`src/rtl/mp_operand_pair_scheduler_if.sv`:
```
// Request and issue bus for mp_operand_pair_scheduler.
// The slave modport is the scheduler's view of the bus.
interface mp_operand_pair_scheduler_if #(
  parameter int TAG_W = 4
);
  logic             full_valid;
  logic             full_ready;
  logic [11:0]      full_x;
  logic [11:0]      full_y;
  logic             sa_valid;
  logic             sa_ready;
  logic [11:0]      sa_x;
  logic [4:0]       sa_s;
  logic             sb_valid;
  logic             sb_ready;
  logic [16:0]      sb_x;
  logic [4:0]       sb_s;
  logic             mul_valid;
  logic             mul_ready;
  logic [11:0]      mul_a;
  logic [11:0]      mul_b;
  logic [11:0]      mul_c;
  logic             mul_mode;
  logic [1:0]       mul_kind;
  logic [TAG_W-1:0] mul_tag;

  modport slave (
    input  full_valid, full_x, full_y,
    input  sa_valid, sa_x, sa_s,
    input  sb_valid, sb_x, sb_s,
    input  mul_ready,
    output full_ready, sa_ready, sb_ready,
    output mul_valid, mul_a, mul_b, mul_c,
    output mul_mode, mul_kind, mul_tag
  );

  modport master (
    output full_valid, full_x, full_y,
    output sa_valid, sa_x, sa_s,
    output sb_valid, sb_x, sb_s,
    output mul_ready,
    input  full_ready, sa_ready, sb_ready,
    input  mul_valid, mul_a, mul_b, mul_c,
    input  mul_mode, mul_kind, mul_tag
  );
endinterface

```
`src/rtl/mp_operand_pair_scheduler.sv`:
```
// Pairs A/B small jobs with a shared 5b multiplier into packed issues.
// MP_SCHED_STATS_EN adds pair/lone issue counters.
module mp_operand_pair_scheduler #(
  parameter int TIMEOUT = 8,
  parameter int TAG_W   = 4
) (
  input  logic clk,
  input  logic rst,
  mp_operand_pair_scheduler_if.slave bus
`ifdef MP_SCHED_STATS_EN
  ,
  output logic [15:0] stat_pairs,
  output logic [15:0] stat_lones
`endif
);
  localparam int CW = (TIMEOUT < 1) ? 1 : $clog2(TIMEOUT + 1);
  localparam logic [CW-1:0] TO = CW'(TIMEOUT);

  logic          a_v_q, a_v_d, b_v_q, b_v_d;
  logic [11:0]   a_x_q, a_x_d;
  logic [16:0]   b_x_q, b_x_d;
  logic [4:0]    a_s_q, a_s_d, b_s_q, b_s_d;
  logic [CW-1:0] cnt_a_q, cnt_a_d, cnt_b_q, cnt_b_d;

  logic             valid_q, valid_d, mode_q, mode_d;
  logic [11:0]      oa_q, oa_d, ob_q, ob_d, oc_q, oc_d;
  logic [1:0]       kind_q, kind_d;
  logic [TAG_W-1:0] tag_q, tag_d;

  logic free, hs, full_rdy, full_fire;
  logic sel_pair, sel_mis, sel_toa, sel_tob;
  logic issue_a, issue_b;

  always_comb begin
    free     = !valid_q || bus.mul_ready;
    hs       = valid_q && bus.mul_ready;
    sel_pair = a_v_q && b_v_q && (a_s_q == b_s_q);
    sel_mis  = a_v_q && b_v_q && (a_s_q != b_s_q);
    sel_toa  = a_v_q && !b_v_q && (cnt_a_q == TO);
    sel_tob  = b_v_q && !a_v_q && (cnt_b_q == TO);
    full_rdy = free &&
      !(sel_pair || sel_mis || sel_toa || sel_tob);
    full_fire = full_rdy && bus.full_valid;
    issue_a  = free && (sel_pair || sel_mis || sel_toa);
    issue_b  = free && (sel_pair || sel_tob);
  end

  always_comb begin
    valid_d = valid_q;
    mode_d  = mode_q;
    oa_d    = oa_q;
    ob_d    = ob_q;
    oc_d    = oc_q;
    kind_d  = kind_q;
    tag_d   = hs ? tag_q + TAG_W'(1) : tag_q;
    if (free) begin
      valid_d = 1'b0;
      unique case (1'b1)
        sel_pair: begin
          valid_d = 1'b1;
          mode_d  = 1'b1;
          kind_d  = 2'b01;
          oa_d    = a_x_q;
          ob_d    = b_x_q[11:0];
          oc_d    = {2'b0, a_s_q, b_x_q[16:12]};
        end
        sel_mis || sel_toa: begin
          valid_d = 1'b1;
          mode_d  = 1'b1;
          kind_d  = 2'b10;
          oa_d    = a_x_q;
          ob_d    = 12'h0;
          oc_d    = {2'b0, a_s_q, 5'b0};
        end
        sel_tob: begin
          valid_d = 1'b1;
          mode_d  = 1'b1;
          kind_d  = 2'b11;
          oa_d    = 12'h0;
          ob_d    = b_x_q[11:0];
          oc_d    = {2'b0, b_s_q, b_x_q[16:12]};
        end
        full_fire: begin
          valid_d = 1'b1;
          mode_d  = 1'b0;
          kind_d  = 2'b00;
          oa_d    = bus.full_x;
          ob_d    = 12'h0;
          oc_d    = bus.full_y;
        end
        default: ;
      endcase
    end
  end

  // A slot never refills in the cycle it drains: ready is !valid.
  always_comb begin
    a_v_d   = a_v_q;
    a_x_d   = a_x_q;
    a_s_d   = a_s_q;
    cnt_a_d = cnt_a_q;
    if (issue_a) begin
      a_v_d = 1'b0;
    end else if (bus.sa_valid && !a_v_q) begin
      a_v_d   = 1'b1;
      a_x_d   = bus.sa_x;
      a_s_d   = bus.sa_s;
      cnt_a_d = '0;
    end else if (a_v_q && cnt_a_q != TO) begin
      cnt_a_d = cnt_a_q + CW'(1);
    end
  end

  always_comb begin
    b_v_d   = b_v_q;
    b_x_d   = b_x_q;
    b_s_d   = b_s_q;
    cnt_b_d = cnt_b_q;
    if (issue_b) begin
      b_v_d = 1'b0;
    end else if (bus.sb_valid && !b_v_q) begin
      b_v_d   = 1'b1;
      b_x_d   = bus.sb_x;
      b_s_d   = bus.sb_s;
      cnt_b_d = '0;
    end else if (b_v_q && cnt_b_q != TO) begin
      cnt_b_d = cnt_b_q + CW'(1);
    end
  end

  always_ff @(posedge clk or posedge rst) begin
    if (rst) begin
      a_v_q   <= 1'b0;
      a_x_q   <= '0;
      a_s_q   <= '0;
      cnt_a_q <= '0;
      b_v_q   <= 1'b0;
      b_x_q   <= '0;
      b_s_q   <= '0;
      cnt_b_q <= '0;
      valid_q <= 1'b0;
      mode_q  <= 1'b0;
      oa_q    <= '0;
      ob_q    <= '0;
      oc_q    <= '0;
      kind_q  <= '0;
      tag_q   <= '0;
    end else begin
      a_v_q   <= a_v_d;
      a_x_q   <= a_x_d;
      a_s_q   <= a_s_d;
      cnt_a_q <= cnt_a_d;
      b_v_q   <= b_v_d;
      b_x_q   <= b_x_d;
      b_s_q   <= b_s_d;
      cnt_b_q <= cnt_b_d;
      valid_q <= valid_d;
      mode_q  <= mode_d;
      oa_q    <= oa_d;
      ob_q    <= ob_d;
      oc_q    <= oc_d;
      kind_q  <= kind_d;
      tag_q   <= tag_d;
    end
  end

`ifdef MP_SCHED_STATS_EN
  logic [15:0] pairs_q, pairs_d, lones_q, lones_d;

  always_comb begin
    pairs_d = pairs_q;
    lones_d = lones_q;
    if (hs && kind_q == 2'b01) pairs_d = pairs_q + 16'd1;
    if (hs && kind_q[1])       lones_d = lones_q + 16'd1;
  end

  always_ff @(posedge clk or posedge rst) begin
    if (rst) begin
      pairs_q <= '0;
      lones_q <= '0;
    end else begin
      pairs_q <= pairs_d;
      lones_q <= lones_d;
    end
  end

  assign stat_pairs = pairs_q;
  assign stat_lones = lones_q;
`endif

  assign bus.full_ready = full_rdy;
  assign bus.sa_ready   = !a_v_q;
  assign bus.sb_ready   = !b_v_q;
  assign bus.mul_valid  = valid_q;
  assign bus.mul_mode   = mode_q;
  assign bus.mul_a      = oa_q;
  assign bus.mul_b      = ob_q;
  assign bus.mul_c      = oc_q;
  assign bus.mul_kind   = kind_q;
  assign bus.mul_tag    = tag_q;
endmodule

```
`src/flat_wrapper.sv`:
```
// flat-port wrapper written by rule: the top's interface ports become plain ports
module mp_operand_pair_scheduler_flat 
#(
  parameter int TIMEOUT = 8,
  parameter int TAG_W   = 4
)
  (clk, rst, bus_full_valid, bus_full_x, bus_full_y, bus_sa_valid, bus_sa_x, bus_sa_s, bus_sb_valid, bus_sb_x, bus_sb_s, bus_mul_ready, bus_full_ready, bus_sa_ready, bus_sb_ready, bus_mul_valid, bus_mul_a, bus_mul_b, bus_mul_c, bus_mul_mode, bus_mul_kind, bus_mul_tag);
  mp_operand_pair_scheduler_if #(.TAG_W(TAG_W)) bus_i ();
  input  logic clk;
  input  logic rst;
  input wire logic [$bits(bus_i.full_valid)-1:0] bus_full_valid;
  input wire logic [$bits(bus_i.full_x)-1:0] bus_full_x;
  input wire logic [$bits(bus_i.full_y)-1:0] bus_full_y;
  input wire logic [$bits(bus_i.sa_valid)-1:0] bus_sa_valid;
  input wire logic [$bits(bus_i.sa_x)-1:0] bus_sa_x;
  input wire logic [$bits(bus_i.sa_s)-1:0] bus_sa_s;
  input wire logic [$bits(bus_i.sb_valid)-1:0] bus_sb_valid;
  input wire logic [$bits(bus_i.sb_x)-1:0] bus_sb_x;
  input wire logic [$bits(bus_i.sb_s)-1:0] bus_sb_s;
  input wire logic [$bits(bus_i.mul_ready)-1:0] bus_mul_ready;
  output wire logic [$bits(bus_i.full_ready)-1:0] bus_full_ready;
  output wire logic [$bits(bus_i.sa_ready)-1:0] bus_sa_ready;
  output wire logic [$bits(bus_i.sb_ready)-1:0] bus_sb_ready;
  output wire logic [$bits(bus_i.mul_valid)-1:0] bus_mul_valid;
  output wire logic [$bits(bus_i.mul_a)-1:0] bus_mul_a;
  output wire logic [$bits(bus_i.mul_b)-1:0] bus_mul_b;
  output wire logic [$bits(bus_i.mul_c)-1:0] bus_mul_c;
  output wire logic [$bits(bus_i.mul_mode)-1:0] bus_mul_mode;
  output wire logic [$bits(bus_i.mul_kind)-1:0] bus_mul_kind;
  output wire logic [$bits(bus_i.mul_tag)-1:0] bus_mul_tag;
  assign bus_i.full_valid = bus_full_valid;
  assign bus_i.full_x = bus_full_x;
  assign bus_i.full_y = bus_full_y;
  assign bus_i.sa_valid = bus_sa_valid;
  assign bus_i.sa_x = bus_sa_x;
  assign bus_i.sa_s = bus_sa_s;
  assign bus_i.sb_valid = bus_sb_valid;
  assign bus_i.sb_x = bus_sb_x;
  assign bus_i.sb_s = bus_sb_s;
  assign bus_i.mul_ready = bus_mul_ready;
  assign bus_full_ready = bus_i.full_ready;
  assign bus_sa_ready = bus_i.sa_ready;
  assign bus_sb_ready = bus_i.sb_ready;
  assign bus_mul_valid = bus_i.mul_valid;
  assign bus_mul_a = bus_i.mul_a;
  assign bus_mul_b = bus_i.mul_b;
  assign bus_mul_c = bus_i.mul_c;
  assign bus_mul_mode = bus_i.mul_mode;
  assign bus_mul_kind = bus_i.mul_kind;
  assign bus_mul_tag = bus_i.mul_tag;
  mp_operand_pair_scheduler #(.TIMEOUT(TIMEOUT), .TAG_W(TAG_W)) u_core (.clk(clk), .rst(rst), .bus(bus_i));
endmodule
```
`config.mk`:
```
export PLATFORM = sky130hd
export DESIGN_NAME = mp_operand_pair_scheduler_flat
export DESIGN_NICKNAME = d
export VERILOG_FILES = /design/src/rtl/mp_operand_pair_scheduler_if.sv /design/src/rtl/mp_operand_pair_scheduler.sv /design/src/flat_wrapper.sv
export SDC_FILE = /design/constraint.sdc
export NUM_CORES = 1
export LEC_CHECK = 0
export ABC_CLOCK_PERIOD_IN_PS = 3550
export CAP_MARGIN = 5
export CORE_ASPECT_RATIO = 0.5
export CORE_MARGIN = 5
export CORE_UTILIZATION = 40
export DETAILED_ROUTE_END_ITERATION = 8
export GPL_ROUTABILITY_DRIVEN = 0
export PLACE_DENSITY = 0.7
export SETUP_SLACK_MARGIN = 0.1
export SKIP_LAST_GASP = 1
export SYNTH_ARGS = -nofsm -noshare
export SYNTH_HDL_FRONTEND = slang
export SYNTH_SLANG_ARGS = --single-unit
```
`constraint.sdc`:
```
create_clock -name clk -period 3.55 [get_ports clk]
set_input_delay 1.065 -clock clk [delete_from_list [all_inputs] [get_ports clk]]
set_output_delay 1.065 -clock clk [all_outputs]
set_load 0.01 [all_outputs]
```
==> results_dict.tcl <==
set metrics [dict create \
    drive_above_1_share 0.210 \
    slew_violations 0 \
    io_pins 116 \
    yosysSeqAreaShare 0.554 \
    ant_nets 0 \
    hold_buffers 0 \
    drtIter0Drc 108 \
    slowest_stage "clkdlybuf4s50_1" \
    cts_buffers 9 \
    ys_ff_latch 93 \
    initial_core_util 0.411 \
    status "finished clean" \
    p_leak_nw 2.56 \
    setup_viol 0 \
    core-area_um2 10200 \
    synth_area_leaders "dfrtp_1, mux2_2, o31ai_2" \
    timing.final.hold_violations 0 \
    drt_wl_total_um 9670 \
    num_rows 26 \
    nets 533 \
    grt_usage 0.157 \
    grt_max_degree 36 \
    syn_avg_cell_area_um2 12.5 \
    rrSetupSlack_ns 1.32 \
    async_flop_share 1.00 \
    reg2reg_depth 9 \
    antennaDiodeCount 0 \
    die_area_um2 12800 \
    hold_path.class "reg2reg" \
    cpLargestDelayFamily "buffers and inverters" \
    synth_ff_type "dfrtp_1" \
    die_w_um 155 \
    worstHoldPathCells 2 \
    max_stage_delay_ns 0.48 \
    fin_crit_sh 0.941 \
    yosysWarnings 0 \
    clockBufferDepth 2 \
    avgRoutedWirePerCell_um 16.0 \
    routed-via-count 2940 \
    clockRootBuffer "clkbuf_16" \
    antenna_found_initial 0 \
    syn-num-nets 409 \
    synthCells 335 \
    worstMarginPinSlew_ns 0.746 \
    start_kind "primary input" \
    fin_area_um2 5890 \
    port_buffers 115 \
    path_cells "clkdlybuf4s50_1, and2b_1, nor3_1, dlygate4sd2_1" \
    synth_largest_area_cell "dfrtp_1" \
    synth_edf_count 0 \
    dp_hpwl_um 7130 \
    mostFrequentLayoutCells "clkdlybuf4s50_1, dfrtp_1, mux2_2" \
    cp_num_cells 4 \
    viasPerCell 4.88 \
    synth_area_um2 4200 \
    drc_errors 0 \
    max_freq_mhz 299 \
    maxCapViolCount 0 \
    cts_sinks 93 \
    cts_tree "done" \
    ctsHtreeMaxLevel 3 \
    rsz0062_at_grt "no" \
    worst-setup-path-type "in2out" \
    grt-ovfl-total 0 \
    clock_skew_ns 0.00556 \
    path_clk_slew_ns 0.06 \
    period_minus_slack_ns 3.34 \
    first_global_vias 3009 \
    required_ns 2.48 \
    final_common_cell "clkdlybuf4s50_1" \
    p_per_area_nw_per_um2 865 \
    peakVddDrop_mv 0.301 \
    clk_latency_ns 0.34 \
    synth_top_cell_area_share 0.554 \
    setup_tns_ns 0 \
    drt-pass1-iter-count 4 \
    syn2layout_area_growth_pct 40.2 \
    die_h_um 82.5 \
    grt_pass1_wl_um 15600 \
    slew_headroom 0.501 \
    synth_cell_types 43 \
    path_max_fanout 2 \
    cp_data_arrival_time_ns 2.27 \
    path_buf_inv 2 \
    placed_cell_area_um2 5550 \
    worstSetupEndpointType "output pin" \
]
[per-layer routing]
| metal | share of wire | track usage | vias up |
|---|---|---|---|
| met5 | 0 | 0 | - |
| met4 | 0.012 | 0.0449 | 0 |
| met3 | 0.043 | 0.0416 | 10 |
| met2 | 0.48 | 0.257 | 59 |
| met1 | 0.47 | 0.208 | 1422 |
| li1 | - | - | 1449 |
[synthesized netlist by cell type (2+ instances only)]
library cell  number
o21ai_1            6
nand4b_1           2
nand4_1            3
clkbuf_1           2
a22o_1            14
and2b_1            2
nand3_1           12
buf_6              2
a31oi_1            2
o31ai_1            4
mux2_2            45
a21oi_1           12
o21ai_0            9
nand2_1           24
xnor2_1            9
inv_1              8
o31ai_2           11
ha_1               5
buf_2              8
buf_4              4
nand2b_1           3
nor2_1            22
dfrtp_1           93
mux2i_1           12
a21o_1             3
[flip-flops by register name, indices dropped and copies added, names as in the netlist, 4 cells and up]
| signal | count |
|---|---|
| u_core.bus.mul_c | 12 |
| u_core.cnt_b_q | 4 |
| u_core.a_s_q | 5 |
| u_core.b_x_q | 17 |
| u_core.cnt_a_q | 4 |
| u_core.bus.mul_tag | 4 |
| u_core.bus.mul_b | 12 |
| u_core.a_x_q | 12 |
| u_core.bus.mul_a | 12 |
| u_core.b_s_q | 5 |
[cell families (layout without fill, tap and decap cells)]
| kind of cell | after synthesis | count (layout) | share of synthesized area |
|---|---|---|---|
| buffers and inverters | 26 | 154 | 0.0355 |
| adder cells (fa/ha/maj) | 5 | 5 | 0.0149 |
| multiplexers | 57 | 57 | 0.149 |
| flip-flops | 93 | 93 | 0.554 |
| AND/OR/NAND/NOR | 75 | 75 | 0.0903 |
| AO/OA/AOI/OAI | 69 | 69 | 0.135 |
| XOR/XNOR | 10 | 10 | 0.0209 |
[through the flow]
stage / hold WS [ns] / total power [mW] / worst slack (ns) / util / cells
CTS: 0.481 / 5.16 / 0.211 / 0.576 / 603
global route: 0.513 / 5.44 / 0.124 / 0.576 / 603
detailed placement: 0.466 / 4.06 / -0.0725 / 0.544 / 588
floorplan: 0.469 / 3.19 / 0.777 / - / 335
finish: 0.478 / 5.09 / 0.211 / 0.576 / 603
global placement: 0.463 / 4.01 / -0.0547 / 0.544 / 588
[where the power goes]
group	leakage, nW	switching (mW)	total, mW	internal [mW]
clock network	0.162	0.403	1.09	0.685
registers	1.14	0.346	1.90	1.56
logic	1.26	0.940	2.10	1.16
total	2.56	1.69	5.09	3.40
[worst reg2reg max path, stage by stage, from the launching register on]
cell and delay, ns:
dfrtp_1 0.42, inv_1 0.07, ha_1 0.14, nand4b_1 0.24, nand2b_1 0.41, o22ai_2 0.26
buf_4 0.20, buf_4 0.20, o21ai_0 0.11, o31ai_1 0.08
[final cells by class]
type | instances | area, um^2
multi-input cells | 216 | 1740
repair buffers | 130 | 1270
well taps | 140 | 175
inverters | 9 | 37.5
fillers | 860 | 4330
flip-flops and latches | 93 | 2330
clock inverters | 6 | 111
clock buffers | 9 | 225
[worst paths after layout]
path	end	startpoint
max reg2reg	u_core.cnt_b_q[0]$_DFFE_PP0P_	u_core.cnt_b_q[0]$_DFFE_PP0P_
min reg2reg	u_core.bus.mul_a[11]$_DFFE_PP0P_	u_core.bus.mul_a[11]$_DFFE_PP0P_
max	bus_full_ready	bus_mul_ready
max in group asynchronous	u_core.bus.mul_a[3]$_DFFE_PP0P_	rst
min in group asynchronous	u_core.bus.mul_tag[3]$_DFFE_PP0P_	rst
min	u_core.bus.mul_a[11]$_DFFE_PP0P_	u_core.bus.mul_a[11]$_DFFE_PP0P_
[timing repair]
| item | in CTS | in global routing |
|---|---|---|
| endpoints found under the hold margin | 0 | 0 |
| buffers inserted | 0 | 0 |
| setup endpoints to repair | 1 | 0 |
| gates resized for setup | 1 | 0 |
Power figures use the tool's default switching activity.
